[src/rtl/uart_cmd_parser_pkg.sv]
// Shared constants and helpers for the UART command parser slice.
package uart_cmd_parser_pkg;

  localparam int unsigned UART_WORD_SIZE     = 8;
  localparam int unsigned UART_MAX_PAYLOAD   = 16;
  // Roughly a dozen byte times at the nominal baud rate and system clock.
  localparam int unsigned UART_FRAME_TIMEOUT = 100000;
  localparam logic [7:0]  UART_SYNC_BYTE     = 8'hA5;

  typedef logic [7:0] wr_addr_t;

  // Counter/index width for values 0..n-1, never narrower than one bit.
  function automatic int unsigned idx_width(input int unsigned n);
    return (n > 1) ? $clog2(n) : 1;
  endfunction

endpackage

[src/rtl/uart_payload_buffer.sv]
// Payload register file: synchronous write, combinational read, storage not reset.
module uart_payload_buffer
  import uart_cmd_parser_pkg::*;
#(
  parameter int unsigned DEPTH = 16,
  parameter int unsigned WIDTH = 8,
  parameter int unsigned AW    = idx_width(DEPTH)
) (
  input  logic             clk,
  input  logic             we,
  input  logic [AW-1:0]    waddr,
  input  logic [WIDTH-1:0] wdata,
  input  logic [AW-1:0]    raddr,
  output logic [WIDTH-1:0] rdata
);

  logic [WIDTH-1:0] mem [DEPTH];

  always_ff @(posedge clk) begin
    if (we) begin
      mem[waddr] <= wdata;
    end
  end

  assign rdata = mem[raddr];

endmodule

[src/rtl/uart_cmd_parser.sv]
// Parses SYNC|ADDR|LEN|DATA[LEN]|CHK frames from the UART RX byte stream and drains the
// checked payload as addressed register writes with ready/valid backpressure.
module uart_cmd_parser
  import uart_cmd_parser_pkg::*;
#(
  parameter int unsigned          WORD_SIZE      = UART_WORD_SIZE,
  parameter int unsigned          MAX_PAYLOAD    = UART_MAX_PAYLOAD,
  parameter int unsigned          TIMEOUT_CYCLES = UART_FRAME_TIMEOUT,
  parameter logic [WORD_SIZE-1:0] SYNC_BYTE      = WORD_SIZE'(UART_SYNC_BYTE)
) (
  input  logic                 clk,
  input  logic                 reset_b,
  input  logic [WORD_SIZE-1:0] RX_Byte,
  input  logic                 RX_Byte_valid,
  output wr_addr_t             Wr_Addr,
  output logic [WORD_SIZE-1:0] Wr_Data,
  output logic                 Wr_Valid,
  input  logic                 Wr_Ready,
  output logic                 Frame_Done,
  output logic                 Chk_Err,
  output logic                 Len_Err,
  output logic                 Timeout_Err,
  output logic                 Overrun_Err,
  output logic                 Busy
);

  typedef enum logic [2:0] {StIdle, StAddr, StLen, StData, StChk, StDrain} state_e;

  localparam int unsigned          AW      = idx_width(MAX_PAYLOAD);
  localparam int unsigned          TW      = idx_width(TIMEOUT_CYCLES);
  localparam logic [WORD_SIZE-1:0] MaxLen  = WORD_SIZE'(MAX_PAYLOAD);
  localparam logic [WORD_SIZE-1:0] ByteOne = WORD_SIZE'(1);
  localparam logic [TW-1:0]        TmoLast = TW'(TIMEOUT_CYCLES - 1);

  state_e               state_q;
  wr_addr_t             addr_q;
  logic [AW-1:0]        idx_q;
  logic [AW-1:0]        last_q;
  logic [WORD_SIZE-1:0] chk_q;
  logic [TW-1:0]        tmo_q;

  logic                 buf_we;
  logic [AW-1:0]        buf_raddr;
  logic [WORD_SIZE-1:0] buf_rdata;

  // Read one entry ahead while draining so the registered Wr_Data is ready at acceptance.
  always_comb begin
    buf_we    = (state_q == StData) && RX_Byte_valid;
    buf_raddr = (state_q == StDrain) ? idx_q + AW'(1) : '0;
    Busy      = (state_q != StIdle);
  end

  uart_payload_buffer #(
    .DEPTH (MAX_PAYLOAD),
    .WIDTH (WORD_SIZE),
    .AW    (AW)
  ) u_payload_buffer (
    .clk   (clk),
    .we    (buf_we),
    .waddr (idx_q),
    .wdata (RX_Byte),
    .raddr (buf_raddr),
    .rdata (buf_rdata)
  );

  always_ff @(posedge clk) begin
    if (!reset_b) begin
      state_q     <= StIdle;
      addr_q      <= '0;
      idx_q       <= '0;
      last_q      <= '0;
      chk_q       <= '0;
      tmo_q       <= '0;
      Wr_Addr     <= '0;
      Wr_Data     <= '0;
      Wr_Valid    <= 1'b0;
      Frame_Done  <= 1'b0;
      Chk_Err     <= 1'b0;
      Len_Err     <= 1'b0;
      Timeout_Err <= 1'b0;
      Overrun_Err <= 1'b0;
    end else begin
      Frame_Done  <= 1'b0;
      Chk_Err     <= 1'b0;
      Len_Err     <= 1'b0;
      Timeout_Err <= 1'b0;
      Overrun_Err <= 1'b0;

      // Expiry only acts on byte-free cycles, so a byte arriving on the expiry cycle wins.
      if (state_q inside {StAddr, StLen, StData, StChk}) begin
        if (RX_Byte_valid) begin
          tmo_q <= '0;
        end else if (tmo_q == TmoLast) begin
          tmo_q       <= '0;
          Timeout_Err <= 1'b1;
          state_q     <= StIdle;
        end else begin
          tmo_q <= tmo_q + TW'(1);
        end
      end else begin
        tmo_q <= '0;
      end

      unique case (state_q)
        StIdle: begin
          if (RX_Byte_valid && (RX_Byte == SYNC_BYTE)) begin
            state_q <= StAddr;
          end
        end
        StAddr: begin
          if (RX_Byte_valid) begin
            addr_q  <= wr_addr_t'(RX_Byte);
            chk_q   <= RX_Byte;
            state_q <= StLen;
          end
        end
        StLen: begin
          if (RX_Byte_valid) begin
            if ((RX_Byte != '0) && (RX_Byte <= MaxLen)) begin
              last_q  <= AW'(RX_Byte - ByteOne);
              chk_q   <= chk_q ^ RX_Byte;
              idx_q   <= '0;
              state_q <= StData;
            end else begin
              Len_Err <= 1'b1;
              state_q <= StIdle;
            end
          end
        end
        StData: begin
          if (RX_Byte_valid) begin
            chk_q <= chk_q ^ RX_Byte;
            idx_q <= idx_q + AW'(1);
            if (idx_q == last_q) begin
              state_q <= StChk;
            end
          end
        end
        StChk: begin
          if (RX_Byte_valid) begin
            if (RX_Byte == chk_q) begin
              idx_q    <= '0;
              Wr_Valid <= 1'b1;
              Wr_Addr  <= addr_q;
              Wr_Data  <= buf_rdata;
              state_q  <= StDrain;
            end else begin
              Chk_Err <= 1'b1;
              state_q <= StIdle;
            end
          end
        end
        StDrain: begin
          if (RX_Byte_valid) begin
            Overrun_Err <= 1'b1;
          end
          if (Wr_Ready) begin
            if (idx_q == last_q) begin
              Wr_Valid   <= 1'b0;
              Frame_Done <= 1'b1;
              state_q    <= StIdle;
            end else begin
              idx_q   <= idx_q + AW'(1);
              Wr_Addr <= Wr_Addr + wr_addr_t'(1);
              Wr_Data <= buf_rdata;
            end
          end
        end
        default: state_q <= StIdle;
      endcase
    end
  end

endmodule

[config.mk]
export PLATFORM = sky130hd
export DESIGN_NAME = uart_cmd_parser
export DESIGN_NICKNAME = d
export VERILOG_FILES = /design/src/rtl/uart_cmd_parser_pkg.sv /design/src/rtl/uart_payload_buffer.sv /design/src/rtl/uart_cmd_parser.sv
export SDC_FILE = /design/constraint.sdc
export NUM_CORES = 1
export LEC_CHECK = 0
export ABC_CLOCK_PERIOD_IN_PS = 2450
export BUFFER_PORTS_ARGS = -buffer_cell sky130_fd_sc_hd__buf_2
export CAP_MARGIN = 20
export CORE_ASPECT_RATIO = 1.2
export CORE_MARGIN = 10
export CORE_UTILIZATION = 50
export CTS_CLUSTER_DIAMETER = 80
export DETAILED_ROUTE_END_ITERATION = 8
export PLACE_DENSITY_LB_ADDON = 0.05
export SYNTH_ARGS = -nofsm -noshare
export SYNTH_HDL_FRONTEND = slang
export SYNTH_HIERARCHICAL = 1
export SYNTH_SLANG_ARGS = --single-unit
[constraint.sdc]
create_clock -name clk -period 2.45 [get_ports clk]
set_input_delay 0.735 -clock clk [delete_from_list [all_inputs] [get_ports clk]]
set_output_delay 0.735 -clock clk [all_outputs]
set_load 0.02 [all_outputs]
==> results_dict.tcl, run 1 <==
set metrics [dict create \
    port_buffers 34 \
    ys_async_sr_fraction_pct 0 \
    clk-insertion-delay-late_ps 430 \
    synth-seq-cells 194 \
    final_cell_mix "128 x sky130_fd_sc_hd__edfxtp_1, 71 x sky130_fd_sc_hd__nand2_1, 69 x sky130_fd_sc_hd__nor2_1, 66 x sky130_fd_sc_hd__dfxtp_1, 55 x sky130_fd_sc_hd__buf_4" \
    grt_antenna_before_repair 0 \
    finClkSkew_ps 13.3 \
    dp_worst_setup_slack_ps -110 \
    drc_violation_count_after_routing 0 \
    post_cts.resized_instances 0 \
    globalRouteOverflowTotal 0 \
    io_count 35 \
    hold_depth 2 \
    fp-row-count 51 \
    dieWidth_um 138 \
    cts_made_buffers 17 \
    maxClockFrequency_mhz 441 \
    cts.root.buffer_cell "sky130_fd_sc_hd__clkbuf_16" \
    worst-endpoint-arrival_ps 2580 \
    detailedPlacementHpwl_um 14200 \
    static-leakage-power_uw 0.00333 \
    post-route-worst-setup-slack_ps 180 \
    synth_area_leader_cell "sky130_fd_sc_hd__edfxtp_1" \
    crit_path_max_fanout 11 \
    criticalPathCategory "reg -> reg" \
    pwr_total_uw 7010 \
    dieArea_um2 22500 \
    cts.sink_count 194 \
    grt_pass1_vias 5645 \
    report.final.setup_viol 0 \
    run_status "completed" \
    ant_nets 0 \
    worst_slew_margin_rel_pct 57.6 \
    reg2reg_depth 9 \
    post-synth-top-area-fraction_pct 45.6 \
    hold_violations 0 \
    ys_types 63 \
    synth.avg_cell_area_um2 13.0 \
    netlist_area_um2 8420 \
    ys.warnings.count 6 \
    cts_hold_repair.buffers 0 \
    initial_utilization_pct 51.4 \
    cts_max_path_buffers 2 \
    synth_top_cells_by_area "sky130_fd_sc_hd__edfxtp_1 46%, sky130_fd_sc_hd__dfxtp_1 16%, sky130_fd_sc_hd__mux4_2 4.8%" \
    fin_crit_ps 2270 \
    postCtsSetupRepairBufs 0 \
    drt-wirelength-per-cell_um 21.3 \
    synth-main-ff-cell "sky130_fd_sc_hd__edfxtp_1" \
    cts_tree "done" \
    post_synth_edffs 128 \
    drt-vias-per-instance 5.78 \
    synth_cells 649 \
    finalNetCount 742 \
    worstMarginPinSlew_ps 632 \
    grt_start_max_net_pins 46 \
    path_clk_slew_ps 70 \
    layout_worst_path_cycle_share_pct 92.7 \
    layout-drive-gt1-share_pct 21.2 \
    core_area_um2 16400 \
    firstDrtPassIters 5 \
    vdd_drop_max_mv 0.440 \
    hold_class "reg -> reg" \
    setup.worst_path.start_class "register" \
    gp_routability_congestion 0.826 \
    grt_setup_unrepaired "false" \
    dr.first_iter.drc_count 342 \
    fillCellCount 1308 \
    clock_tree.htree_level_count 4 \
    grt_util_all_layers_pct 18.2 \
    synth_sequential_area_ratio_pct 61.3 \
    critPathRequiredTime_ps 2760 \
    dr_total_vias 5481 \
    power_density_nw_per_um2 721 \
    area.growth.synth_to_final_pct 15.5 \
    drv_cap 0 \
    antenna_cells_inserted 0 \
    critPathCaptureType "register" \
    floorplan.die.height_um 162 \
    grt_first_pass_wirelength_um 32200 \
    setup-tns-final_ps 0 \
    timing.final.max_slew_violations 0 \
    drt_wl_total_um 20200 \
    mappedNetlistNets 667 \
    mostFrequentLayoutCell "sky130_fd_sc_hd__edfxtp_1" \
]
[where the power goes]
| part | switching (uW) | internal, uW |
|---|---|---|
| clock | 1210 | 1620 |
| sequential | 50.6 | 3530 |
| combinational | 376 | 220 |
| total | 1640 | 5370 |
[critical path, cell delays in order (launching register included)]
cell	delay, ps
sky130_fd_sc_hd__dfxtp_1	410
sky130_fd_sc_hd__buf_4	220
sky130_fd_sc_hd__nand3_1	130
sky130_fd_sc_hd__xor2_1	170
sky130_fd_sc_hd__nor2_1	310
sky130_fd_sc_hd__and2b_1	350
sky130_fd_sc_hd__a22oi_1	250
sky130_fd_sc_hd__nand2_1	130
sky130_fd_sc_hd__nand3_1	100
sky130_fd_sc_hd__o21ai_1	80
[logic make-up after synthesis]
family                     synth area share [%]
and+or+nand+nor                            13.0
DFF                                        61.3
AOI/OAI and AO/OA                          8.47
xor gates and xnor gates                   3.42
adders and majority gates                 0.891
muxes                                      10.1
buffers and inverters                      2.78
[cell usage after synthesis (2+ instances only)]
| cell type | count |
|---|---|
| sky130_fd_sc_hd__xnor2_1 | 16 |
| sky130_fd_sc_hd__a22oi_1 | 16 |
| sky130_fd_sc_hd__or3_1 | 4 |
| sky130_fd_sc_hd__nor4b_1 | 2 |
| sky130_fd_sc_hd__nand2_1 | 72 |
| sky130_fd_sc_hd__o21ai_0 | 8 |
| sky130_fd_sc_hd__mux4_1 | 14 |
| sky130_fd_sc_hd__dfxtp_1 | 66 |
| sky130_fd_sc_hd__mux2i_1 | 8 |
| sky130_fd_sc_hd__edfxtp_1 | 128 |
| sky130_fd_sc_hd__xor2_1 | 15 |
| sky130_fd_sc_hd__buf_4 | 2 |
| sky130_fd_sc_hd__clkbuf_1 | 14 |
| sky130_fd_sc_hd__and3_1 | 5 |
| sky130_fd_sc_hd__a21oi_1 | 26 |
| sky130_fd_sc_hd__mux4_2 | 18 |
| sky130_fd_sc_hd__or2_2 | 3 |
| sky130_fd_sc_hd__buf_2 | 10 |
| sky130_fd_sc_hd__nand4_1 | 12 |
| sky130_fd_sc_hd__clkdlybuf4s25_2 | 3 |
| sky130_fd_sc_hd__nor2b_1 | 3 |
| sky130_fd_sc_hd__nand3b_1 | 3 |
| sky130_fd_sc_hd__a22o_1 | 2 |
| sky130_fd_sc_hd__nand2b_1 | 6 |
| sky130_fd_sc_hd__and3b_1 | 2 |
| sky130_fd_sc_hd__inv_1 | 6 |
| sky130_fd_sc_hd__a32o_1 | 5 |
| sky130_fd_sc_hd__o32ai_1 | 5 |
| sky130_fd_sc_hd__nor3_1 | 15 |
| sky130_fd_sc_hd__o22ai_1 | 7 |
| sky130_fd_sc_hd__nor4_1 | 2 |
| sky130_fd_sc_hd__nor2_1 | 70 |
| sky130_fd_sc_hd__and2_1 | 3 |
| sky130_fd_sc_hd__a211oi_1 | 6 |
| sky130_fd_sc_hd__nand3_1 | 19 |
| sky130_fd_sc_hd__ha_1 | 6 |
| sky130_fd_sc_hd__a31oi_1 | 2 |
| sky130_fd_sc_hd__buf_6 | 5 |
| sky130_fd_sc_hd__o21ai_1 | 15 |
| sky130_fd_sc_hd__a21o_1 | 2 |
[layout make-up]
| cell class | instances | area [um2] | share of cell area (%) |
|---|---|---|---|
| clock buffer | 17 | 425 | 4.37 |
| multi-input combinational | 413 | 3050 | 31.3 |
| sequential | 194 | 5160 | 53.1 |
| inverter | 7 | 26.3 | 0.270 |
| clock inverter | 15 | 178 | 1.83 |
| timing repair buffer | 91 | 623 | 6.41 |
| tap | 212 | 265 | 2.73 |
[stage by stage]
stage | hold WS, ps | utilization [%] | area, um2 | std cells
floorplan | 418 | - | 8440 | 649
global placement | 432 | 55.6 | 9130 | 917
detailed placement | 442 | 55.6 | 9130 | 917
CTS | 456 | 59.3 | 9730 | 949
global route | 479 | 59.3 | 9730 | 949
finish | 454 | 59.3 | 9730 | 949
[path summary, 6_finish.rpt]
path                            slack, ps                    start                 endpoint
worst min register to register        450  Wr_Data[0]$_SDFFE_PN0P_  Wr_Data[0]$_SDFFE_PN0P_
worst max register to register        180    idx_q[0]$_SDFFE_PN0P_  Wr_Data[7]$_SDFFE_PN0P_
worst max-delay path                  180    idx_q[0]$_SDFFE_PN0P_  Wr_Data[7]$_SDFFE_PN0P_
worst min-delay path                  450  Wr_Data[0]$_SDFFE_PN0P_  Wr_Data[0]$_SDFFE_PN0P_
[sequential cells by signal (all words and copies together) (netlist names), 3 cells and up]
signal and flops:
Wr_Data 8, Wr_Addr 8, chk_q 8, addr_q 8
tmo_q 17, idx_q 4, u_payload_buffer/mem 128, last_q 4
state_q 3
[metal layers]
metal / share of wire (%) / vias up / track usage [%] / wire length [um]
met4: 2.0 / 0 / 5.18 / 400
met1: 42 / 2714 / 22.4 / 8560
met3: 4.3 / 28 / 3.70 / 873
met5: 0 / - / 0 / 0
met2: 51 / 146 / 31.8 / 10400
li1: - / 2593 / - / -
(Power assumes the default switching activity.)
==> run 2: changes to the inputs <==
--- a/config.mk
+++ b/config.mk
@@ -5,7 +5,7 @@
 export SDC_FILE = /design/constraint.sdc
 export NUM_CORES = 1
 export LEC_CHECK = 0
-export ABC_CLOCK_PERIOD_IN_PS = 2450
+export ABC_CLOCK_PERIOD_IN_PS = 2100
 export BUFFER_PORTS_ARGS = -buffer_cell sky130_fd_sc_hd__buf_2
 export CAP_MARGIN = 20
 export CORE_ASPECT_RATIO = 1.2
==> constraint.sdc (replaced) <==
create_clock -name clk -period 2.1 [get_ports clk]
set_input_delay 0.63 -clock clk [delete_from_list [all_inputs] [get_ports clk]]
set_output_delay 0.63 -clock clk [all_outputs]
set_load 0.02 [all_outputs]
==> results_dict.tcl, run 2 (synthesized netlist as in run 1, its figures left out) <==
set metrics [dict create \
    dr_total_vias 5688 \
    gp_routability_congestion 0.855 \
    io_count 35 \
    dpl.cell_count 946 \
    maxClockFrequency_mhz 462 \
    initial_utilization_pct 51.4 \
    drv_cap 0 \
    grt_antenna_before_repair 0 \
    core_area_um2 16400 \
    worstMarginPinSlew_ps 599 \
    ant_nets 0 \
    mostFrequentLayoutCell "sky130_fd_sc_hd__edfxtp_1" \
    fin_crit_ps 2160 \
    drt-vias-per-instance 5.79 \
    report.final.setup_viol 9 \
    drt_wl_total_um 19700 \
    setup-tns-final_ps -324 \
    worst-endpoint-arrival_ps 2490 \
    cts_max_path_buffers 2 \
    layout_worst_path_cycle_share_pct 103 \
    start_point_of_the_critical_path "state_q[2]$_SDFF_PN0_" \
    power_density_nw_per_um2 791 \
    grt_util_all_layers_pct 17.8 \
    hold-worst-slack_ps 453 \
    drt-wirelength-per-cell_um 20.1 \
    finClkSkew_ps 10.4 \
    critPathCaptureType "register" \
    timing.rr.start "state_q[2]$_SDFF_PN0_" \
    detailedPlacementHpwl_um 13800 \
    area.growth.synth_to_final_pct 20.6 \
    finalNetCount 776 \
    biggestRegsByFlops "u_payload_buffer/mem x128, tmo_q x17" \
    dieArea_um2 22500 \
    biggest_register "u_payload_buffer/mem" \
    min_from "Wr_Data[0]$_SDFFE_PN0P_" \
    cts_hold_repair.buffers 0 \
    dr.first_iter.drc_count 482 \
    cts_made_buffers 17 \
    globalRouteOverflowTotal 0 \
    port_buffers 34 \
    cts.sink_count 194 \
    cts.root.buffer_cell "sky130_fd_sc_hd__clkbuf_16" \
    clk-insertion-delay-late_ps 430 \
    cts_tree "done" \
    critPathRequiredTime_ps 2420 \
    seq_area_um2 5170 \
    firstDrtPassIters 5 \
    clock_tree.htree_level_count 4 \
    fin_cells 983 \
    path_clk_slew_ps 70 \
    crit_path_max_fanout 7 \
    grt_start_max_net_pins 30 \
    multi_input_logic_area_um2 3100 \
    fillCellCount 1267 \
    dieWidth_um 138 \
    grt_first_pass_wirelength_um 31500 \
    run_status "complete, but fails checks" \
    antenna_cells_inserted 0 \
    layout-drive-gt1-share_pct 30.2 \
    static-leakage-power_uw 0.00350 \
    grt_setup_unrepaired "true" \
    vdd_drop_max_mv 0.465 \
    fp-row-count 51 \
    grt_pass1_vias 5629 \
    timing.final.max_slew_violations 0 \
    worst_slew_margin_rel_pct 60.1 \
    final_cell_mix "128 x sky130_fd_sc_hd__edfxtp_1, 76 x sky130_fd_sc_hd__buf_4, 70 x sky130_fd_sc_hd__nand2_1, 64 x sky130_fd_sc_hd__dfxtp_1, 63 x sky130_fd_sc_hd__nor2_1" \
    largest_reg_flops 128 \
    drc_violation_count_after_routing 0 \
    violations "setup timing" \
    setup.worst_path.start_class "register" \
    hold_class "reg -> reg" \
    floorplan.die.height_um 162 \
    criticalPathCategory "reg -> reg" \
    hold_violations 0 \
    post-route-worst-setup-slack_ps -62.7 \
]
## run 2: cell type report
class | count | share of cell area (%)
tap | 212 | 2.61
inverter | 7 | 0.259
clock inverter | 13 | 1.08
sequential | 194 | 50.8
timing repair buffer | 125 | 10.2
clock buffer | 19 | 4.57
multi-input combinational | 413 | 30.5
## run 2: what timing repair did
action	4_1_cts	5_1_grt
cloned	2	0
endpoints found under the setup margin	9	21
pin swaps	4	1
buffers inserted	3	0
resized for setup	15	16
## run 2: worst max-delay path, stage by stage, from the launching register on
cell and delay [ps]:
sky130_fd_sc_hd__dfxtp_2 330, sky130_fd_sc_hd__nor2b_4 170, sky130_fd_sc_hd__nand2_4 70, sky130_fd_sc_hd__nor2_4 180, sky130_fd_sc_hd__buf_6 170, sky130_fd_sc_hd__buf_12 140
sky130_fd_sc_hd__mux4_2 560, sky130_fd_sc_hd__a22oi_2 200, sky130_fd_sc_hd__nand2_1 100, sky130_fd_sc_hd__nand3_1 80, sky130_fd_sc_hd__o21ai_1 60
## run 2: path summary, 6_finish.rpt
kind                                                 to  slack, ps  cells past startpoint
worst max-delay path            Wr_Data[1]$_SDFFE_PN0P_        -60                     10
worst min-delay path            Wr_Data[0]$_SDFFE_PN0P_        450                      2
worst max register to register  Wr_Data[1]$_SDFFE_PN0P_        -60                     10
worst min register to register  Wr_Data[0]$_SDFFE_PN0P_        450                      2
## run 2: through the flow
step	worst slack, ps	power (uW)	utilization [%]	instance area [um2]
finish	-62.7	8040	62.0	10200
detailed placement	-217	4980	57.2	9390
floorplan	-123	4700	-	8450
global placement	-184	4960	57.2	9390
global route	-144	8320	62.0	10200
CTS	-76.3	8080	61.6	10100
## run 2: layer usage
layer / global-route usage, % / vias up / part of all wire, % / wire (um)
met3: 3.12 / 35 / 4.5 / 885
met5: 0 / - / 0 / 0
met1: 22.1 / 2865 / 42 / 8360
met4: 7.58 / 0 / 2.3 / 453
li1: - / 2649 / - / -
met2: 30.1 / 139 / 51 / 10000
## run 2: power breakdown
group	switching (uW)	leakage, uW	internal (uW)	total [uW]
registers	58.3	0.00168	4120	4180
clock network	1460	0.000283	1650	3120
logic	439	0.00154	302	740
